File: config.mk
export PLATFORM = sky130hd
export DESIGN_NAME = cpu16_mem_arb
export DESIGN_NICKNAME = d
export VERILOG_FILES = /design/src/rtl/cpu16_mem_pkg.sv /design/src/rtl/cpu16_mem_arb.sv
export SDC_FILE = /design/constraint.sdc
export NUM_CORES = 1
export LEC_CHECK = 0
export ABC_AREA = 1
export CAP_MARGIN = 20
export CORE_ASPECT_RATIO = 0.8
export CORE_UTILIZATION = 36
export DETAILED_ROUTE_END_ITERATION = 10
export GPL_ROUTABILITY_DRIVEN = 0
export PLACE_DENSITY_LB_ADDON = 0.25
export SYNTH_ARGS = -nofsm -noshare
export SYNTH_HDL_FRONTEND = slang
export SYNTH_SLANG_ARGS = --single-unit
File: constraint.sdc
create_clock -name clk -period 1.91 [get_ports clk]
set_input_delay 0.382 -clock clk [delete_from_list [all_inputs] [get_ports clk]]
set_output_delay 0.382 -clock clk [all_outputs]
set_load 0.005 [all_outputs]
File: src/rtl/cpu16_mem_pkg.sv
// cpu16_mem_pkg: shared definitions for the cpu16 memory arbiter.
//   Region codes for address bits [15:12] and the source tag that
//   records which requester owns the result returning in the next cycle.
package cpu16_mem_pkg;

  localparam logic [3:0] REG_SRAM = 4'h0;
  localparam logic [3:0] REG_VRAM = 4'h8;
  localparam logic [3:0] REG_CTRL = 4'hF;

  typedef enum logic [1:0] {
    SrcNone,
    SrcIns,
    SrcDatSram,
    SrcDatReg
  } src_t;

  function automatic logic [3:0] region_of(input logic [15:0] addr);
    return addr[15:12];
  endfunction

endpackage

File: src/rtl/cpu16_mem_arb.sv
// cpu16_mem_arb: responder end of the cpu16 req/rdy memory interface.
//   Arbitrates instruction fetches, data reads and data writes from the CPU,
//   plus unhandshaked debug writes, onto one sram read port, one write path
//   (sram/vram/ctrl) and returns per-port rdy pulses with steered read data.
// Ports:
//   clk, reset                      clock, synchronous active-high reset (CPU side only)
//   ins_rd_*                        instruction fetch req/addr -> rdy/data
//   dat_rw_addr, dat_rd_*, dat_wr_* data read/write req/data -> rdy/data
//   dbg_we/waddr/wdata              debug write strobe, always honoured
//   mem_raddr/re/rdata              sram read port (rdata one cycle after re)
//   mem_waddr/wdata/we              sram write port
//   vram_waddr/wdata/we             vram write port
//   ctrl_we, ctrl_rdata             ctrl register write strobe (data on mem_wdata) and read value
module cpu16_mem_arb
  import cpu16_mem_pkg::*;
#(
  parameter int unsigned STARVE_LIMIT = 4,
  parameter logic [15:0] FILL_DATA    = 16'hEEEE
) (
  input  logic        clk,
  input  logic        reset,
  input  logic [15:0] ins_rd_addr,
  input  logic        ins_rd_req,
  output logic        ins_rd_rdy,
  output logic [15:0] ins_rd_data,
  input  logic [15:0] dat_rw_addr,
  input  logic        dat_rd_req,
  output logic        dat_rd_rdy,
  output logic [15:0] dat_rd_data,
  input  logic        dat_wr_req,
  input  logic [15:0] dat_wr_data,
  output logic        dat_wr_rdy,
  input  logic        dbg_we,
  input  logic [15:0] dbg_waddr,
  input  logic [15:0] dbg_wdata,
  output logic [15:0] mem_raddr,
  output logic        mem_re,
  input  logic [15:0] mem_rdata,
  output logic [15:0] mem_waddr,
  output logic [15:0] mem_wdata,
  output logic        mem_we,
  output logic [10:0] vram_waddr,
  output logic [7:0]  vram_wdata,
  output logic        vram_we,
  output logic        ctrl_we,
  input  logic [15:0] ctrl_rdata
);

  localparam int unsigned CntW = $clog2(STARVE_LIMIT + 1);
  localparam logic [CntW-1:0] StarveMax = CntW'(STARVE_LIMIT);

  logic [CntW-1:0] starve_q, starve_d;
  src_t            tag_q, tag_d;
  logic            ins_rdy_q, dwr_rdy_q;
  logic [15:0]     dat_reg_q, dat_reg_d;
  logic [15:0]     ins_hold_q, dat_hold_q;

  logic        cpu_ok, dat_rd_live, dat_rd_sram, ins_first;
  logic        gnt_ins, gnt_dsram, gnt_dreg, gnt_dwr;
  logic        wr_go;
  logic [15:0] wr_addr, wr_data;
  logic [3:0]  wr_region;

  // Arbitration
  always_comb begin
    cpu_ok      = ~reset;
    // A simultaneous write wins; the read just stalls.
    dat_rd_live = dat_rd_req & ~dat_wr_req;
    dat_rd_sram = dat_rd_live & (region_of(dat_rw_addr) == REG_SRAM);
    ins_first   = (starve_q == StarveMax);
    gnt_ins     = cpu_ok & ins_rd_req & (~dat_rd_sram | ins_first);
    gnt_dsram   = cpu_ok & dat_rd_sram & ~gnt_ins;
    // Register-sourced reads bypass the sram port and run alongside fetches.
    gnt_dreg    = cpu_ok & dat_rd_live & ~dat_rd_sram;
    gnt_dwr     = cpu_ok & dat_wr_req & ~dbg_we;

    starve_d = starve_q;
    if (gnt_ins) begin
      starve_d = '0;
    end else if (cpu_ok && ins_rd_req && starve_q != StarveMax) begin
      starve_d = starve_q + 1'b1;
    end

    tag_d = SrcNone;
    if (gnt_dsram) begin
      tag_d = SrcDatSram;
    end else if (gnt_dreg) begin
      tag_d = SrcDatReg;
    end else if (gnt_ins) begin
      tag_d = SrcIns;
    end

    dat_reg_d = dat_reg_q;
    if (gnt_dreg) begin
      dat_reg_d = (region_of(dat_rw_addr) == REG_CTRL) ? ctrl_rdata : FILL_DATA;
    end
  end

  // Read port
  always_comb begin
    mem_re    = gnt_ins | gnt_dsram;
    mem_raddr = gnt_ins ? ins_rd_addr : dat_rw_addr;
  end

  // Write path: debug strobe has priority; unmapped writes enable nothing.
  always_comb begin
    wr_go      = dbg_we | gnt_dwr;
    wr_addr    = dbg_we ? dbg_waddr : dat_rw_addr;
    wr_data    = dbg_we ? dbg_wdata : dat_wr_data;
    wr_region  = region_of(wr_addr);
    mem_we     = wr_go & (wr_region == REG_SRAM);
    vram_we    = wr_go & (wr_region == REG_VRAM);
    ctrl_we    = wr_go & (wr_region == REG_CTRL);
    mem_waddr  = wr_addr;
    mem_wdata  = wr_data;
    vram_waddr = wr_addr[10:0];
    vram_wdata = wr_data[7:0];
  end

  // Responses; gating with reset drops rdy for a grant made just before reset.
  always_comb begin
    ins_rd_rdy  = ins_rdy_q & ~reset;
    dat_rd_rdy  = ((tag_q == SrcDatSram) || (tag_q == SrcDatReg)) & ~reset;
    dat_wr_rdy  = dwr_rdy_q & ~reset;
    ins_rd_data = ins_rd_rdy ? mem_rdata : ins_hold_q;
    dat_rd_data = dat_hold_q;
    if (dat_rd_rdy) begin
      dat_rd_data = (tag_q == SrcDatSram) ? mem_rdata : dat_reg_q;
    end
  end

  always_ff @(posedge clk) begin
    if (ins_rd_rdy) ins_hold_q <= mem_rdata;
    if (dat_rd_rdy) dat_hold_q <= dat_rd_data;
    if (reset) begin
      starve_q  <= '0;
      tag_q     <= SrcNone;
      ins_rdy_q <= 1'b0;
      dwr_rdy_q <= 1'b0;
    end else begin
      starve_q  <= starve_d;
      tag_q     <= tag_d;
      ins_rdy_q <= gnt_ins;
      dwr_rdy_q <= gnt_dwr;
      dat_reg_q <= dat_reg_d;
    end
  end

endmodule

After elaboration in Yosys (flattened, before gate mapping)
Cells that the tools add are included.
{"block": "totals", "ff_bits": 55, "latchBits": 0, "ramBits": 0, "mem_bits_ro": 0, "inputBits": 118, "out_inout_bits": 106, "elab_cells": 57, "mem_count": 0}
{"block": "classes", "add_sub_neg": 1, "multipliers": 0, "div_mod_pow": 0, "n_lt_le_gt_ge": 0, "eq_ne": 7, "shifts": 0, "muxes": 9, "bitwise": 24, "n_reduce_logical": 8}
{"cell": "16-bit 2-to-1 mux", "n": 6}
{"cell": "1-bit bitwise AND", "n": 16}
{"cell": "4-bit == test, second input constant", "n": 3}
{"cell": "4-bit logical NOT", "n": 2}
{"cell": "1-bit inverter", "n": 5}
{"cell": "2-bit == test, second input constant", "n": 2}
{"cell": "2-bit 2-to-1 mux", "n": 2}
{"cell": "2-bit OR reduction", "n": 2}
{"cell": "3-bit by 1-bit adder with 3-bit output, second input constant", "n": 1}
{"cell": "3-bit == test, second input constant", "n": 1}
{"cell": "3-bit inequality test, second input constant", "n": 1}
{"cell": "1-bit bitwise OR", "n": 3}
{"cell": "1-bit logical AND", "n": 2}
{"cell": "2-bit AND reduction", "n": 1}
{"cell": "1-bit logical OR", "n": 1}
{"cell": "1-bit 2-to-1 mux", "n": 1}

Longest topological paths before layout
Gate-level depths: netlist (run 1).
{"block": "depth", "depth_word": 9, "mapped_depth": 8, "ltp_nobuf": 8}

Worst setup path after synthesis (run 1)
Ideal clock, no wire load.
{"block": "synth_path", "path_kind": "reg2out", "startpoint": "reg starve_q[0]", "endpoint": "out mem_raddr[10]", "arrival_ns": 1.228, "t_required_ns": 1.528, "slack_ns": 0.300, "stages_incl_launch_ff": 9, "path_buffers": 1, "path_cell_list": "dfxtp_1 -> inv_1 -> ha_1 -> nand2_1 -> nand4_4 -> nand2_2 -> buf_4 -> nand2_1 -> nand2_1"}
{"block": "synth_between", "elab_chain_cells": 4}
{"item": "from (decl)", "line_no": "cpu16_mem_arb.sv:52", "source": "logic [CntW-1:0] starve_q, starve_d;"}
{"item": "from (signal assigned)", "line_no": "cpu16_mem_arb.sv:141", "source": "starve_q <= starve_d;"}
{"item": "3-bit == test", "line_no": "cpu16_mem_arb.sv:70", "source": "ins_first = (starve_q == StarveMax);"}
{"item": "1-bit bitwise OR", "line_no": "cpu16_mem_arb.sv:71", "source": "gnt_ins = cpu_ok & ins_rd_req & (~dat_rd_sram | ins_first);"}
{"item": "1-bit bitwise AND", "line_no": "cpu16_mem_arb.sv:71"}
{"item": "16-bit 2-to-1 mux", "line_no": "cpu16_mem_arb.sv:102", "source": "mem_raddr = gnt_ins ? ins_rd_addr : dat_rw_addr;"}
{"item": "to (decl)", "line_no": "cpu16_mem_arb.sv:36", "source": "output logic [15:0] mem_raddr,"}
Every way passes these cells.

Worst setup path in the final report (run 1)
{"block": "layout_path", "startpoint": "reg starve_q[1]", "endpoint": "out mem_raddr[7]"}
Same word-level chain as after synthesis.

==> results.yml, run 1 <==
run_status:
  outcome: "finished, violations left"
  violations: "setup timing"
timing:
  relSlewSlack_pct: 82.1
  slew_viol_final: 0
  period_needed_ps: 1930
  setup_viol: 12
  holdWs_ps: 455
  layout_setup_ws_ps: -15.2
  finalCritPeriodShare_pct: 101
  final_hold_viol_count: 0
  clock_skew_ps: 5.87
  worst_pin_slew_ps: 268
  rsz0062_at_grt: "true"
  finalSetupTns_ps: -91.2
  clock.fmax_mhz: 519
worst_setup_path:
  startpoint_type: "register"
  worst_ep_required_time_ps: 1530
  reg2reg_setup_slack_ps: 410
  crit_type: "reg -> out"
  cp-end-kind: "primary output"
  path_cells: "inv_2, ha_4, nand2_4, nand4_4, buf_6, buf_8, nand3_2, nand2_2, buf_2"
  critPathLaunch: "starve_q[1]$_SDFFE_PP0P_"
  crit_cells: 9
  crit_fanout: 6
  timing.rr.start: "tag_q[1]$_SDFF_PP0_"
  cp_slowest_stage_delay_ps: 340
  reg2reg_depth: 7
  worstReg2RegEnd: "dat_hold_q[7]$_DFFE_PP_"
  worstSetupEndpoint: "mem_raddr[7]"
  critPathSlowestCell: "dfxtp_2"
  critPathTopFamily: "buffers and inverters"
  crit_buf_inv: 4
  crit_arrival_ps: 1540
pwr:
  p_int_mw: 2.49
  p_switching_mw: 0.937
  seqPwrFrac_pct: 39.7
  p_leak_nw: 3.22
  power.density_cell_area_nw_per_um2: 521
  ir_worst_vdd_mv: 0.387
  switching_share_pct: 27.3
  power_mw: 3.43
  clkPwrFrac_pct: 27.1
  pwr-share-comb_pct: 33.2
clock_network:
  cts_max_path_buffers: 2
  clkLatencyLatePin_ps: 300
  hold_buffers: 0
  cts-root-buf: "clkbuf_16"
  clock_sinks: 55
  htreeDepth: 2
  clkTransAtPathRegs_ps: 70
  cts_buffers: 5
  cts_tree: "done"
logic_synthesis:
  syn_area_um2: 3340
  synth_area_leaders: "edfxtp_1, nand2_1, dfxtp_1, o21ai_0, buf_4"
  synth_warnings: 0
  yosysTopAreaCell: "edfxtp_1"
  synthCells: 434
  synth_top_area_share_pct: 28.8
  ys_seq_elements: 55
  syn_area_per_cell_um2: 7.70
  yosysSeqAreaShare_pct: 42.5
  ys_types: 32
  syn-num-nets: 554
floorplanning:
  rows: 31
  core_region_area_um2: 9040
  die_y_um: 88.2
  die-area_um2: 9670
  io_pins: 224
  start_util_pct: 37.0
  die_w_um: 110
global_route:
  antenna_found_initial: 0
  grt_pass1_vias: 4082
  grt_start_max_net_pins: 29
  grt_usage_pct: 28.0
  grt_pass1_wl_um: 20400
  grt_overflow: 0
cells_and_area:
  num-nets-final: 850
  antenna_cells: 0
  layoutNonFillerInstCount: 846
  syn_to_final_growth_pct: 97.0
  layout_common_cells: "nand2_1, clkdlybuf4s50_1, buf_4"
  fin_area_um2: 6580
  final_core_util_pct: 72.8
  final_common_cell: "nand2_1"
  final_layout_size_suffix_gt1_share_pct: 32.3
drt:
  drt-initial-drc-count: 244
  drtAntennaViolNets: 0
  finalWirelength_um: 13700
  drc_errors: 0
  dr.pass1.iters: 4
  vias: 4071
  wl_per_cell_um: 16.2
  viasPerCell: 4.81
placement:
  post-place-ws_ps: -625
  io_buffers: 223
  place_area_um2: 5940
  dp_hpwl_um: 9480
  dp.cells: 788
min_path:
  hold_path.class: "reg -> reg"
run:
  cap_violations: 0
power groups by stage:
| stage | Sequential, mW | Clock, mW | Combinational [mW] |
|---|---|---|---|
| CTS | 1.36 | 0.923 | 1.12 |
| finish | 1.36 | 0.929 | 1.14 |
| global placement | 1.38 | 0 | 1.08 |
| global route | 1.37 | 0.982 | 1.23 |
| detailed placement | 1.39 | 0 | 1.10 |
| floorplan | 1.38 | 0 | 0.369 |
worst min-delay path: cells and delay by family (launching register included):
family	cells	cell delay [ps]
simple gates	2	120
flops	1	310
what timing repair did:
action,CTS,global route
pin swaps,28,31
gates resized for setup,250,59
hold endpoints to repair,0,0
setup buffers,38,6
gates cloned,6,2
setup endpoints to repair,106,65
worst min-delay path by stage:
stage	slack, ps	start	cells after the start	to
after global routing	480	ins_hold_q[7]$_DFF_P_	2	ins_hold_q[7]$_DFF_P_
after CTS	460	ins_hold_q[4]$_DFF_P_	2	ins_hold_q[4]$_DFF_P_
after detailed placement	440	ins_hold_q[14]$_DFF_P_	2	ins_hold_q[14]$_DFF_P_
final	450	ins_hold_q[14]$_DFF_P_	2	ins_hold_q[14]$_DFF_P_
after global placement	430	ins_hold_q[3]$_DFF_P_	2	ins_hold_q[3]$_DFF_P_
after floorplan	440	ins_hold_q[0]$_DFF_P_	2	ins_hold_q[0]$_DFF_P_
routing by layer:
layer	vias up	wire (µm)	track usage, %
met2	179	6810	47.9
li1	1980	-	-
met5	-	0	0
met1	1880	5400	34.7
met3	32	1080	5.43
met4	0	396	11.5
flip-flops by register name, indices dropped and copies added, names as in the netlist:
register,count
dat_hold_q,16
tag_q,2
dat_reg_q,16
ins_hold_q,16
dwr_rdy_q,1
ins_rdy_q,1
starve_q,3
cell type report:
cell class              instances  area (µm²)
repair inverters                1        11.3
clock buffers                   5         125
inverters                      25         114
flip-flops and latches         55        1430
repair buffers                330        3120
well taps                     115         144
multi-input cells             312        1620
fillers                       680        2460
clock inverters                 3        18.8
cell usage after synthesis, drive strengths merged:
master,count
or2,12
a21oi,18
dfxtp,23
nor3,2
nor2,16
nand3,21
a31o,1
clkbuf,2
nand4,3
ha,2
edfxtp,32
nand2,186
inv,25
buf,40
o21ai,51
cell families after synthesis:
| group | synth area share [%] |
|---|---|
| simple gates | 33.7 |
| compound gates | 10.6 |
| buf+inv | 12.4 |
| flops | 42.5 |
| fa+ha+maj | 0.749 |
Power figures use the tool's default switching activity.
==> run 2, diff against run 1 <==
- CAP_MARGIN: 20 -> 5
- CORE_UTILIZATION: 36 -> 33
- clock period: 1.91 -> 1.54 ns (I/O delays scaled with it)
==> run 2 against run 1 <==
Compared with the run above:
- the run still ends with setup timing left
- via count up 8.4%
- combinational power up 55%
- register-to-register slack worse by 420 ps
- first-iteration DRC count up 18%
- core utilization up 2.3 points
- clock power up 27%
- routed wire length up 24%
- setup slack worse by 370 ps
- clock-buffer cell count up 2
==> results.yml, run 2 (synthesis results as in run 1) <==
run_status:
  outcome: "finished, violations left"
  violations: "setup timing"
clock_network:
  htreeDepth: 2
  hold_buffers: 0
  cts_max_path_buffers: 2
  clock_sinks: 55
  cts_tree: "done"
  clkTransAtPathRegs_ps: 70
  cts-root-buf: "clkbuf_16"
  cts_buffers: 5
  clkLatencyLatePin_ps: 300
drt:
  drc_errors: 0
  finalWirelength_um: 17000
  drtAntennaViolNets: 0
  wl_per_cell_um: 18.9
  dr.pass1.iters: 4
  viasPerCell: 4.91
  drt-initial-drc-count: 287
  vias: 4412
floorplanning:
  start_util_pct: 34.3
  die-area_um2: 10500
  die_y_um: 92.0
  core_region_area_um2: 9730
  die_w_um: 114
  rows: 32
  io_pins: 224
pwr:
  p_leak_nw: 3.45
  power_mw: 4.66
  ir_worst_vdd_mv: 0.446
  power.density_cell_area_nw_per_um2: 638
run:
  cap_violations: 0
timing:
  relSlewSlack_pct: 77.3
  layout_setup_ws_ps: -381
  rsz0062_at_grt: "true"
  slew_viol_final: 0
  clock_skew_ps: 6.31
  setup_viol: 51
  clock.fmax_mhz: 521
  final_hold_viol_count: 0
  worst_pin_slew_ps: 340
  finalCritPeriodShare_pct: 125
  period_needed_ps: 1920
worst_setup_path:
  cp-end-kind: "primary output"
  crit_fanout: 5
  worstReg2RegEnd: "dat_hold_q[12]$_DFFE_PP_"
  path_common_cell: "buf_6"
  crit_buf_inv: 4
  timing.rr.start: "tag_q[1]$_SDFF_PP0_"
  path_cells: "inv_2, ha_4, nand2_4, nand4_4, buf_6, buf_6, nand2_8, nand2_2, nand2_1, buf_2"
  startpoint_type: "register"
  crit_type: "reg -> out"
  worst_ep_required_time_ps: 1230
  cp_slowest_stage_delay_ps: 350
  crit_arrival_ps: 1610
  reg2reg_depth: 9
  critPathTopFamily: "buffers and inverters"
  reg2reg_setup_slack_ps: -10
  critPathSlowestCell: "dfxtp_2"
min_path:
  hp-start: "dat_wr_req"
  whs_endpoint: "dwr_rdy_q$_SDFF_PP0_"
  hold_path.class: "in -> reg"
  min_path_cells: 3
cells_and_area:
  layout_common_cells: "nand2_1, clkdlybuf4s50_1, buf_4"
  antenna_cells: 0
  top_regs: "dat_hold_q: 16 flops, dat_reg_q: 16 flops, ins_hold_q: 16 flops"
  syn_to_final_growth_pct: 119
  final_common_cell: "nand2_1"
  num-nets-final: 882
  final_layout_size_suffix_gt1_share_pct: 49.9
  final_core_util_pct: 75.1
  n_fill_cell: 657
placement:
  io_buffers: 223
  dp_hpwl_um: 10200
global_route:
  grt_overflow: 0
  grt_start_max_net_pins: 29
  grt_pass1_wl_um: 23500
  grt_usage_pct: 29.6
  grt_pass1_vias: 4528
  antenna_found_initial: 0
## run 2: cell count changes in the layout (fill, tap and decap cells not counted), moves of 7 or more
cell,change
buf_6,+34
o21ai_2,+28
dlygate4sd2_1,+22
clkdlybuf4s15_1,+7
buf_4,+7
nand2_2,+26
clkdlybuf4s50_1,-32
buf_2,+12
dlymetal6s2s_1,-17
nand2_4,+24
o21ai_0,-20
o21ai_1,-14
nand2_1,-50
## run 2: how the worst max path moves through the flow
| stage | from | to | slack [ps] | cells after the start |
|---|---|---|---|---|
| finish | starve_q[0]$_SDFFE_PP0P_ | mem_raddr[10] | -380 | 10 |
| global route | starve_q[0]$_SDFFE_PP0P_ | mem_raddr[11] | -430 | 10 |
| global placement | dat_rw_addr[13] | mem_we | -830 | 5 |
| detailed placement | dat_rw_addr[13] | mem_raddr[13] | -830 | 8 |
| floorplan | starve_q[0]$_SDFFE_PP0P_ | mem_raddr[10] | 4 | 8 |
| CTS | starve_q[0]$_SDFFE_PP0P_ | mem_raddr[10] | -400 | 10 |
## run 2: layout make-up
class                   instances  area (µm²)  area share [%]
clock buffers                   7         143            1.95
clock inverters                 1        5.00          0.0685
inverters                      25         116            1.59
multi-input cells             314        2110            28.9
flip-flops and latches         55        1430            19.6
well taps                     136         170            2.33
repair buffers                359        3310            45.3
repair inverters                2        22.5           0.308
## run 2: power by group
group          total (mW)  internal (mW)  switching (mW)
Clock                1.18          0.647           0.534
Sequential           1.71           1.66          0.0542
Combinational        1.77          0.985           0.787
## run 2: tightest hold or removal path: cells and delay by family
kind | cells | cell delay (ps)
AND/OR/NAND/NOR | 2 | 120
buffers and inverters | 1 | 250
## run 2: timing repair
item,in CTS,in global routing
gates resized for setup,482,138
buffers inserted,70,18
gates cloned,8,1
pin swaps,56,49
setup endpoints to repair,134,76
## run 2: per-stage QoR
step | instance area, µm² | hold slack, ps | setup TNS (ps) | worst slack (ps) | std cells
after floorplan | 3340 | 429 | 0 | 3.51 | 434
after global placement | 5970 | 433 | -85590 | -828 | 811
after detailed placement | 5970 | 440 | -89270 | -829 | 811
after CTS | 6900 | 416 | -10000 | -403 | 896
after global routing | 7300 | 417 | -12400 | -435 | 899
final | 7300 | 410 | -10020 | -381 | 899
## run 2: layer usage
metal	part of all wire [%]	track usage (%)	vias to the layer above
met5	0	0	-
met4	4.7	10.5	0
met3	6.5	6.94	68
met2	52	53.4	230
met1	37	34.0	2074
li1	-	-	2040
